$ cat src/rtl/lsu_pkg.sv
// Shared encodings for the data-side load/store unit: funct3 codes, FSM
// state encoding, request record and default memory geometry.
package lsu_pkg;

   localparam int LSU_ADDR_W = 14;
   localparam int NUM_LANES  = 4;

   localparam logic [2:0] F3_B  = 3'b000;
   localparam logic [2:0] F3_H  = 3'b001;
   localparam logic [2:0] F3_W  = 3'b010;
   localparam logic [2:0] F3_BU = 3'b100;
   localparam logic [2:0] F3_HU = 3'b101;

   typedef logic [2:0] lsu_state_t;
   localparam lsu_state_t ST_IDLE   = 3'd0;
   localparam lsu_state_t ST_REQ    = 3'd1;
   localparam lsu_state_t ST_RESP   = 3'd2;
   localparam lsu_state_t ST_FENCE  = 3'd3;
   localparam lsu_state_t ST_FDRAIN = 3'd4;
   localparam lsu_state_t ST_DONE   = 3'd5;

   // Word address is kept outside the record so its width can follow ADDR_W.
   typedef struct packed {
      logic        store;
      logic [2:0]  funct3;
      logic [1:0]  addr_lo;
      logic [31:0] wdata;
   } lsu_req_t;

   // Access size in bytes-log2: 0 byte, 1 halfword, 2 word.
   function automatic logic [1:0] f3_size(input logic [2:0] f3);
      return f3[1:0];
   endfunction

endpackage

$ cat src/rtl/lsu_align.sv
// Byte-lane steering, alignment/legality checks and load extension.
// Purely combinational; fed either the incoming request or the latched one.
module lsu_align
   import lsu_pkg::*;
(
   input  logic [2:0]  funct3,
   input  logic [1:0]  addr_lo,
   input  logic        store,
   input  logic [31:0] wdata,
   input  logic [31:0] rdata,
   output logic [3:0]  ben,
   output logic [31:0] wdata_st,
   output logic [31:0] rdata_ext,
   output logic        misaligned,
   output logic        illegal
);

   logic [1:0]                  size;
   logic [NUM_LANES-1:0][7:0]   wd_lanes;
   logic [31:0]                 rd_sh;

   assign size = f3_size(funct3);

   // Each byte lane picks the store byte that lands on it after replication.
   for (genvar ln = 0; ln < NUM_LANES; ln++) begin : g_lane
      always_comb begin
         case (size)
            2'b00:   wd_lanes[ln] = wdata[7:0];
            2'b01:   wd_lanes[ln] = wdata[(ln % 2)*8 +: 8];
            default: wd_lanes[ln] = wdata[ln*8 +: 8];
         endcase
      end
   end
   assign wdata_st = wd_lanes;

   always_comb begin
      ben = 4'b1111;
      if (store) begin
         case (size)
            2'b00:   ben = 4'b0001 << addr_lo;
            2'b01:   ben = 4'b0011 << {addr_lo[1], 1'b0};
            default: ben = 4'b1111;
         endcase
      end
   end

   always_comb begin
      if (store) illegal = funct3[2] | (funct3[1:0] == 2'b11);
      else       illegal = (funct3[1:0] == 2'b11) | (funct3[2:1] == 2'b11);
   end

   assign misaligned = ((size == 2'b01) & addr_lo[0]) |
                       ((size == 2'b10) & (addr_lo != 2'b00));

   assign rd_sh = rdata >> {addr_lo, 3'b000};

   always_comb begin
      case (funct3)
         F3_B:    rdata_ext = {{24{rd_sh[7]}}, rd_sh[7:0]};
         F3_BU:   rdata_ext = {24'h0, rd_sh[7:0]};
         F3_H:    rdata_ext = {{16{rd_sh[15]}}, rd_sh[15:0]};
         F3_HU:   rdata_ext = {16'h0, rd_sh[15:0]};
         default: rdata_ext = rdata;
      endcase
   end

endmodule

$ cat src/rtl/dm_lsu.sv
// Data-side load/store unit: one RV32I load, store or FENCE.I at a time
// toward main_mem, stalling execute through o_busy until completion.
module dm_lsu
   import lsu_pkg::*;
#(
   parameter int ADDR_W = LSU_ADDR_W
) (
   input  logic              i_clk,
   input  logic              i_rst,
   input  logic              i_valid,
   input  logic              i_load,
   input  logic              i_store,
   input  logic              i_fence_i,
   input  logic [2:0]        i_funct3,
   input  logic [31:0]       i_addr,
   input  logic [31:0]       i_wdata,
   output logic              o_busy,
   output logic              o_done,
   output logic              o_fault,
   output logic [31:0]       o_rdata,
   output logic              o_dm_ren,
   output logic              o_dm_wen,
   output logic [3:0]        o_dm_ben,
   output logic [ADDR_W-1:0] o_dm_addr,
   output logic [31:0]       o_dm_wdata,
   input  logic [31:0]       i_dm_rdata,
   output logic              o_fence_i,
   input  logic              i_ready
);

   lsu_state_t        state;
   lsu_req_t          req_q, src;
   logic [ADDR_W-1:0] waddr_q;
   logic              fault_q, drain_first;
   logic [31:0]       rdata_q;
   logic              accept;

   logic [3:0]        ben;
   logic [31:0]       wdata_st, rdata_ext;
   logic              misaligned, illegal;

   // In IDLE the checker looks at the incoming request so a fault can be
   // reported on the very next cycle; afterwards it sees the latched copy.
   always_comb begin
      src = req_q;
      if (state == ST_IDLE) begin
         src.store   = i_store;
         src.funct3  = i_funct3;
         src.addr_lo = i_addr[1:0];
         src.wdata   = i_wdata;
      end
   end

   lsu_align u_align (
      .funct3     (src.funct3),
      .addr_lo    (src.addr_lo),
      .store      (src.store),
      .wdata      (src.wdata),
      .rdata      (i_dm_rdata),
      .ben        (ben),
      .wdata_st   (wdata_st),
      .rdata_ext  (rdata_ext),
      .misaligned (misaligned),
      .illegal    (illegal)
   );

   assign accept = i_valid & (i_load | i_store | i_fence_i);

   always_ff @(posedge i_clk) begin
      if (i_rst) begin
         state       <= ST_IDLE;
         req_q       <= '0;
         waddr_q     <= '0;
         fault_q     <= 1'b0;
         drain_first <= 1'b0;
         rdata_q     <= '0;
      end else begin
         case (state)
            ST_IDLE: begin
               if (accept) begin
                  req_q   <= src;
                  waddr_q <= i_addr[ADDR_W+1:2];
                  fault_q <= 1'b0;
                  if (i_fence_i) begin
                     state <= ST_FENCE;
                  end else if (misaligned | illegal) begin
                     fault_q <= 1'b1;
                     state   <= ST_DONE;
                  end else begin
                     state <= ST_REQ;
                  end
               end
            end
            ST_REQ: begin
               if (i_ready) state <= req_q.store ? ST_DONE : ST_RESP;
            end
            ST_RESP: begin
               rdata_q <= rdata_ext;
               state   <= ST_DONE;
            end
            ST_FENCE: begin
               drain_first <= 1'b1;
               state       <= ST_FDRAIN;
            end
            // main_mem may still show ready in the cycle right after fence_i.
            ST_FDRAIN: begin
               if (drain_first)  drain_first <= 1'b0;
               else if (i_ready) state       <= ST_DONE;
            end
            ST_DONE: state <= ST_IDLE;
            default: state <= ST_IDLE;
         endcase
      end
   end

   // Everything below decodes the state register, so all outputs are glitch-
   // free registered values and fall to zero the edge after reset.
   assign o_busy     = (state != ST_IDLE);
   assign o_done     = (state == ST_DONE);
   assign o_fault    = o_done & fault_q;
   assign o_rdata    = rdata_q;
   assign o_fence_i  = (state == ST_FENCE);
   assign o_dm_ren   = (state == ST_REQ) & ~req_q.store;
   assign o_dm_wen   = (state == ST_REQ) &  req_q.store;
   assign o_dm_ben   = (state == ST_REQ) ? ben : 4'b0000;
   assign o_dm_addr  = (state == ST_REQ) ? waddr_q : '0;
   assign o_dm_wdata = o_dm_wen ? wdata_st : 32'h0;

endmodule

$ cat config.mk
export PLATFORM = sky130hd
export DESIGN_NAME = dm_lsu
export DESIGN_NICKNAME = d
export VERILOG_FILES = /design/src/rtl/lsu_pkg.sv /design/src/rtl/lsu_align.sv /design/src/rtl/dm_lsu.sv
export SDC_FILE = /design/constraint.sdc
export NUM_CORES = 1
export LEC_CHECK = 0
export ABC_CLOCK_PERIOD_IN_PS = 7900
export CORE_ASPECT_RATIO = 0.8
export CORE_MARGIN = 8
export CORE_UTILIZATION = 25
export DETAILED_ROUTE_END_ITERATION = 7
export HOLD_SLACK_MARGIN = 0.03
export PLACE_DENSITY_LB_ADDON = 0.15
export SLEW_MARGIN = 20
export SYNTH_ARGS = -nofsm -noshare
export SYNTH_HDL_FRONTEND = slang
export SYNTH_SLANG_ARGS = --single-unit
$ cat constraint.sdc
create_clock -name i_clk -period 7.9 [get_ports i_clk]
set_clock_uncertainty 0.2 [all_clocks]
set_input_delay 1.975 -clock i_clk [delete_from_list [all_inputs] [get_ports i_clk]]
set_output_delay 1.975 -clock i_clk [all_outputs]
set_load 0.05 [all_outputs]
## After elaboration in Yosys (flattened, before gate mapping)

Cells that the tools add are included.

- Bits in registers: 89
- Input bits: 106
- Output and inout bits: 88
- Logic and storage cells: 72

- Eq/ne operators: 16
- Shift operators: 3
- Multiplexer cells: 22
- Bitwise logic cells: 13
- Reductions and logical operators: 9

Operators by type and width:

| kind | number |
|---|---|
| case mux 32 bit (4 select lines) | 1 |
| 2-to-1 mux 38 bit | 1 |
| 2-to-1 mux 32 bit | 1 |
| right shift 32 x 5 -> 16 bit | 1 |
| 2-to-1 mux 3 bit | 7 |
| 2-to-1 mux 8 bit | 2 |
| case mux 8 bit (2 select lines) | 1 |
| case mux 3 bit (5 select lines) | 1 |
| 2-to-1 mux 14 bit | 1 |
| == test 3 bit (second input constant) | 4 |
| 2-to-1 mux 4 bit | 2 |
| inequality test 2 bit (second input constant) | 4 |
| case mux 4 bit (2 select lines) | 1 |
| AND 1 bit | 6 |
| == test 2 bit (second input constant) | 3 |
| == test 3 x 1 -> 1 bit (second input constant) | 2 |
| == test 3 x 2 -> 1 bit (second input constant) | 2 |
| zero test 3 bit | 2 |
| bitwise OR 1 bit | 6 |
| AND reduction 4 bit | 1 |
| nonzero test 2 bit | 2 |
| << shifter 1 x 2 -> 4 bit (first input constant) | 1 |
| << shifter 2 x 2 -> 4 bit (first input constant) | 1 |
| 2-to-1 mux 1 bit | 3 |
| other kinds (7) | 7 |

## Logic depth before layout (Yosys ltp)

Gate-level depths: netlist of run 1.

- Depth in word-level cells: 10
- Gate-level depth with buffers: 9
- Gate-level depth less buffers: 6

## Hierarchy

From an unflattened synthesis of run 1, not the netlist that was laid out.

- Cell total of the unflattened synthesis: 800
- Area total of the unflattened synthesis: 5251.3 µm²

Modules (own cells, without submodules):

| module | instances | cells an instance | area each (µm²) | sequential area each (µm²) |
|---|---|---|---|---|
| dm_lsu | 1 | 593 | 4001.3 | 1781.7 |
| lsu_align | 1 | 207 | 1249.9 | 0.0 |

## Least setup slack after synthesis of run 1

OpenSTA, ideal clock, no wires.

- Path type: input to output
- Start point: input i_funct3[0]
- End point: output o_dm_wdata[24]
- Data arrival time: 4.058 ns
- Required time: 5.725 ns
- Setup slack: 1.667 ns
- Cell stages on the path: 4
- Buffers on the path: 1
- Path through: mux2i_1 -> clkbuf_1 -> a211oi_1 -> a311oi_1

- Word-level cells in the longest chain between the ends: 4
- Elaborated cells between the ends (all ways): 5
- Those cells by class: eq/ne: 1; mux: 3; reduce/logical: 1

RTL lines:

| what | RTL line | text |
|---|---|---|
| start, declared | dm_lsu.sv:14 | `input logic [2:0] i_funct3,` |
| 2-to-1 mux 38 bit * | dm_lsu.sv:46 | `if (state == ST_IDLE) begin` |
| == test 2 x 1 -> 1 bit or zero test 2 bit (tied branches) | lsu_align.sv:27 | `case (size)` |
| case mux 8 bit (2 select lines) * | lsu_align.sv:27 |  |
| 2-to-1 mux 32 bit * | dm_lsu.sv:127 | `assign o_dm_wdata = o_dm_wen ? wdata_st : 32'h0;` |
| end, declared | dm_lsu.sv:25 | `output logic [31:0] o_dm_wdata,` |

Mark *: on every way between the ends. The rest lies on a longest branch, timed or not.

## Worst setup path after layout of run 1

- Start point: input i_funct3[0]
- End point: output o_dm_wdata[31]

The elaborated chain is that of the path after synthesis.

==> metrics, run 1 <==
outcome completed; # DRC 0; fin crit period 6.95 ns; antenna violations before repair 1; Setup Viol. Count Final 0; DR vias/cell 4.97; kind of end point of the critical path output port; placed cells 1089; Max-Cap Viols 0; final std cells w/o fill 1105; syn avg cell area 7.33 sq um; post-synth top area cell dfxtp_1; Layout Utilization 36.6%; GR peak layer met2; overall routed net length 20.3 mm; DP HPWL 14.4 mm; fin. max-slew vios 0; clk root buf clkbuf_16; top post-synthesis cells by area dfxtp_1 (35%), nand2_1 (13%), a21oi_1 (6.6%); first-pass GRT wire length 30.8 mm; Multi-input gate area 3010 sq um; Hold Vio Cnt, Final 0; Hold Crit Endpoint waddr_q[9]; PostCTS Resize Cnt 0; gpl congestion 0.843; vias 5488; Clock Path Buffers 2; Req. time, crit path 5.73 ns; FF-to-FF setup slack 4.35 ns; Netlist Area Pre-Place 5100 sq um; Cell Rows 46; critical path class in -> out; post-route ant nets 0; Rel. slew slack 32.3%; worst hold start waddr_q[9]; Ports 194; Tot Pwr 2470 uW; Starting Density 25.6%; number of global-route vias before repair 5261; 1st-pass router iterations 4; fill count 2171; H-tree depth 3; Max Clock Freq 144 MHz; syn_nets 802; share of Yosys cell area claimed by the top area cell type 34.9%; iteration-0 DRC count of the detailed router 463; leak pwr 0.00263 uW; Max Fanout on Critical Path 16; CTS Buf Count 9; unrepaired setup endpoints after global routing false; number of distinct library cells after synthesis 52; #FFs+latches synth 89; Yosys Warn Count 0; worst hold path depth 2; chip width 176 um; FF-to-FF path depth 6; largest net degree at the start of global routing 62; GR Util met2 24.5%; Critical Path Start Type input pin; final net count 942; Sink Count 89; setup_tns 0 ns; area grow syn2layout 43.1%; Post-synth EDFFs 0; CP arrival 4.77 ns; FF-to-FF End o_rdata[14]; Remaining Overflow, GRT 0; WL per Instance 18.4 um; sequential-to-total area share from yosys stat 34.9%; CORE AREA 19900 sq um; die height 144 um; Crit Reg-Reg Startpoint state[0]; post-CTS setup buffers 0; Tightest Pin Transition 1.01 ns; clk_lat worst skew 0.35 ns; Hold Buf Count CTS 0; met1 GRT Util 19.8%; P per Cell Area 338 nW/um^2; Max VDD drop 0.136 mV; TritonCTS clock tree built; Clk pin slew, worst setup/hold paths 0.07 ns; Tcrit/Tclk final 87.9%; Synth Flop Type dfxtp_1; Die ar. 25300 sq um; met3 Resource Use GR 6.01%; share of cells above drive strength 1 6.56%; Async S/R FF share, synth 0%; Mapped Cells 696; Reg area 1780 sq um; input/output buffers 177; Hold Crit Class reg -> reg; total global-route track usage 15.5%
cell usage after synthesis (2+ instances only):
cell      instances
nor2_2            2
a31oi_2           3
a21oi_1          67
nor4b_1           2
nor2_1           68
mux2_2            2
buf_2            19
or4b_1            2
mux2i_1          22
nor3_1            6
or4b_2            2
mux4_2            2
o31ai_1           3
clkbuf_1         33
nand2_1         170
dfxtp_1          89
o22a_1            7
nor4_1            3
buf_6             3
and2_1           20
o31ai_4           2
a22oi_1           2
a31oi_1          13
o21ai_0          43
nand3_1           9
buf_1             2
inv_1            12
a311oi_1         17
a21oi_2           8
a211oi_1         29
a32o_1            7
nand2b_1          7
layout make-up:
| type | instances | share of cell area [%] |
|---|---|---|
| sequential | 89 | 24.4 |
| timing repair buffer | 187 | 25.2 |
| tap | 264 | 4.53 |
| antenna | 2 | 0.0686 |
| inverter | 13 | 0.669 |
| clock buffer | 10 | 3.14 |
| multi-input combinational | 536 | 41.2 |
| clock inverter | 4 | 0.754 |
worst max-delay path by stage:
stage                     start  depth (start not counted)             end  slack, ns
finish              i_funct3[0]                          6  o_dm_wdata[31]       0.95
global route        i_funct3[0]                          6  o_dm_wdata[31]       0.82
CTS                 i_funct3[0]                          6  o_dm_wdata[31]       0.94
detailed placement  i_funct3[0]                          6  o_dm_wdata[31]       0.96
global placement    i_funct3[0]                          6  o_dm_wdata[31]       0.96
floorplan           i_funct3[0]                          4  o_dm_wdata[24]       1.67
metrics by stage:
step                worst slack (ns)  instance area, sq um  hold slack, ns
floorplan                       1.67                  5100           0.232
global placement               0.963                  7010           0.239
detailed placement             0.964                  7010           0.244
CTS                            0.941                  7290           0.255
global route                   0.818                  7290           0.268
finish                         0.953                  7300           0.249
layer usage:
layer	up-vias	routed length, um
li1	2718	-
met1	2581	9210
met2	173	9210
met3	14	1760
met4	2	146
met5	-	13
logic make-up (layout without fill, tap and decap cells):
group                  count (synthesis)  after routing  share of synthesized area (%)
AO/OA/AOI/OAI                        213            213                           27.9
buffers and inverters                 71            214                           6.21
flip-flops                            89             89                           34.9
multiplexers                          28             28                           6.21
other                                  0              2                              0
AND/OR/NAND/NOR                      295            295                           24.7
power breakdown:
group | switching, uW | internal (uW) | leakage (uW)
logic | 948 | 455 | 0.00177
clock network | 193 | 244 | 0.000135
registers | 78.5 | 547 | 0.000727
total | 1220 | 1250 | 0.00263
placed cells by master (no fill, tap or decap), types with 2 or more instances in the layout:
master           count
a31oi_1             13
or4b_2               2
nand2b_1             7
inv_1               12
a211oi_1            29
nor4_1               3
or4b_1               2
nor2_2               2
and2_1              19
clkdlybuf4s50_1    176
mux2i_2              2
o31ai_4              2
nor4b_1              2
a32o_1               7
nand3_1              9
a21oi_1             67
a21oi_2              8
buf_4               10
diode_2              2
mux4_2               2
nor2_1              68
a31oi_2              3
o22a_1               7
a311oi_1            17
clkbuf_16            9
o31ai_1              3
a22oi_1              2
mux2i_1             21
dfxtp_1             89
o21ai_0             43
nor3_1               6
nand2_1            170
mux2_2               2
flip-flops by register name (all words and copies together), names as in the netlist:
signal / cells
drain_first: 1
waddr_q: 14
state: 3
req_q: 38
fault_q: 1
o_rdata: 32
critical path, stage by stage:
cell and delay (ns):
clkdlybuf4s50_1 0.53, mux2i_2 0.58, buf_4 0.32, a211oi_1 0.09, a311oi_1 0.39, clkdlybuf4s50_1 0.88
Power figures use the tool's default switching activity.
==> run 2: changes to the inputs <==
--- a/config.mk
+++ b/config.mk
@@ -8,7 +8,7 @@
 export ABC_CLOCK_PERIOD_IN_PS = 7900
 export CORE_ASPECT_RATIO = 0.8
 export CORE_MARGIN = 8
-export CORE_UTILIZATION = 25
+export CORE_UTILIZATION = 35
 export DETAILED_ROUTE_END_ITERATION = 7
 export HOLD_SLACK_MARGIN = 0.03
 export PLACE_DENSITY_LB_ADDON = 0.15
==> metrics, run 2 (same netlist as run 1, synthesis figures left out) <==
CORE AREA 14200 sq um (-28%); commonest cells after routing, fill and taps aside clkdlybuf4s50_1 (176), nand2_1 (169), dfxtp_1 (89); CP arrival 4.68 ns (-0.09 ns); share of cells above drive strength 1 6.79% (+0.24 points); input/output buffers 177 (unchanged); Crit Reg-Reg Startpoint state[0]; clk root buf clkbuf_16; Sink Count 89 (unchanged); TritonCTS clock tree built; crit path launch i_funct3[0]; cell family with most CP delay buffers and inverters; largest net degree at the start of global routing 66 (+6.5%); Max VDD drop 0.226 mV (+66%); Largest Register req_q; Critical Path Start Type input pin; WL per Instance 18.4 um (+0.25%); leak pwr 0.00265 uW (+0.73%); Rel. slew slack 38.1% (+5.7 points); clk_lat worst skew 0.35 ns (about the same); die height 124 um (-14%); gpl congestion 0.884 (+4.8%); FF-to-FF setup slack 4.42 ns (+0.07 ns); outcome completed; kind of end point of the critical path output port; Die ar. 18700 sq um (-26%); antenna violations before repair 1 (unchanged); final net count 940 (-0.21%); Remaining Overflow, GRT 0 (unchanged); Largest register FFs 38 (unchanged); Req. time, crit path 5.73 ns (about the same); Ports 194 (unchanged); Clock Path Buffers 2 (unchanged); Setup Viol. Count Final 0 (unchanged); placed cells 1007 (-7.5%); first-pass GRT wire length 29.3 mm (-4.9%); Tightest Pin Transition 0.929 ns (-0.0822 ns); unrepaired setup endpoints after global routing false; Cell Rows 39 (-15%); iteration-0 DRC count of the detailed router 358 (-23%); H-tree depth 3 (unchanged); Hold Buf Count CTS 0 (unchanged); setup_tns 0 ns (unchanged); post-CTS setup buffers 0 (unchanged); commonest non-fill, non-tap cell in the layout clkdlybuf4s50_1; worst setup slack after layout 1.05 ns (+0.0953 ns); fin crit period 6.85 ns (-0.0953 ns); overall routed net length 18.9 mm (-7.2%); vias 5515 (+0.49%); 1st-pass router iterations 4 (unchanged); Max Clock Freq 146 MHz (+1.4%); crit path cell chain clkdlybuf4s50_1, mux2i_2, a211oi_1, a311oi_1, clkdlybuf4s50_1; critical path class in -> out; total global-route track usage 19.9% (+4.4 points); post-route ant nets 0 (unchanged); fin. max-slew vios 0 (unchanged); Worst path max stage delay 0.90 ns (+0.02 ns); DR vias/cell 5.39 (+8.5%); Worst path depth 5 (-1); Layout Utilization 50.7% (+14 points); Tcrit/Tclk final 86.7% (-1.2 points); P per Cell Area 344 nW/um^2 (+1.9%); Max-Cap Viols 0 (unchanged); Hold Vio Cnt, Final 0 (unchanged); Max Fanout on Critical Path 16 (unchanged); PostCTS Resize Cnt 0 (unchanged); Clk pin slew, worst setup/hold paths 0.06 ns (about the same); Setup crit end o_dm_wdata[28]; final std cells w/o fill 1023 (-7.4%); chip width 151 um (-14%); CP dominant cell by count clkdlybuf4s50_1; area grow syn2layout 41.8%; Tot Pwr 2490 uW (+0.98%); # DRC 0 (unchanged); DP HPWL 13.7 mm (-4.8%); CTS Buf Count 9 (unchanged); WP buf/inv 2 (-1); Starting Density 35.8% (+10 points); # diodes 0 (-2); number of global-route vias before repair 5515 (+4.8%); Hold Crit Class reg -> reg; FF-to-FF path depth 6 (unchanged); Slowest cell on crit path clkdlybuf4s50_1; pre-CTS setup slack 0.934 ns (-0.0293 ns); FF-to-FF End o_rdata[27]
run 2: how the worst min path moves through the flow:
stage	to	startpoint	slack [ns]	depth (start not counted)
finish	waddr_q[7]	waddr_q[7]	0.25	2
global route	waddr_q[10]	waddr_q[10]	0.27	2
floorplan	fault_q	fault_q	0.23	2
detailed placement	waddr_q[7]	waddr_q[7]	0.24	2
CTS	waddr_q[7]	waddr_q[7]	0.25	2
global placement	o_rdata[12]	o_rdata[12]	0.24	2
run 2: report_power, final:
part           leakage (uW)  internal, uW  switching (uW)
Combinational       0.00177           456             921
Clock              0.000159           287             188
Sequential         0.000727           547            90.8
run 2: tightest hold or removal path, stage by stage, from the launching register on:
cell and delay, ns:
dfxtp_1 0.30, nand2_1 0.05, a21oi_1 0.05
run 2: cell type report:
| cell class | instances | area (sq um) |
|---|---|---|
| Inverter | 13 | 48.8 |
| Clock inverter | 6 | 90.1 |
| Fill cell | 1382 | 7020 |
| Sequential cell | 89 | 1780 |
| Multi-Input combinational cell | 536 | 3010 |
| Clock buffer | 10 | 239 |
| Tap cell | 184 | 230 |
| Timing Repair Buffer | 185 | 1830 |
run 2: stage by stage:
stage	hold WS [ns]	instance area, sq um
2_1_floorplan	0.232	5100
3_3_place_gp	0.238	6890
3_5_place_dp	0.245	6890
4_1_cts	0.254	7220
5_1_grt	0.271	7230
6_report	0.251	7230
run 2: routing by layer:
layer	GRT usage, %	wire length [um]
met1	24.4	8000
met2	31.6	8730
met3	7.23	1760
met4	7.03	368
met5	0	13
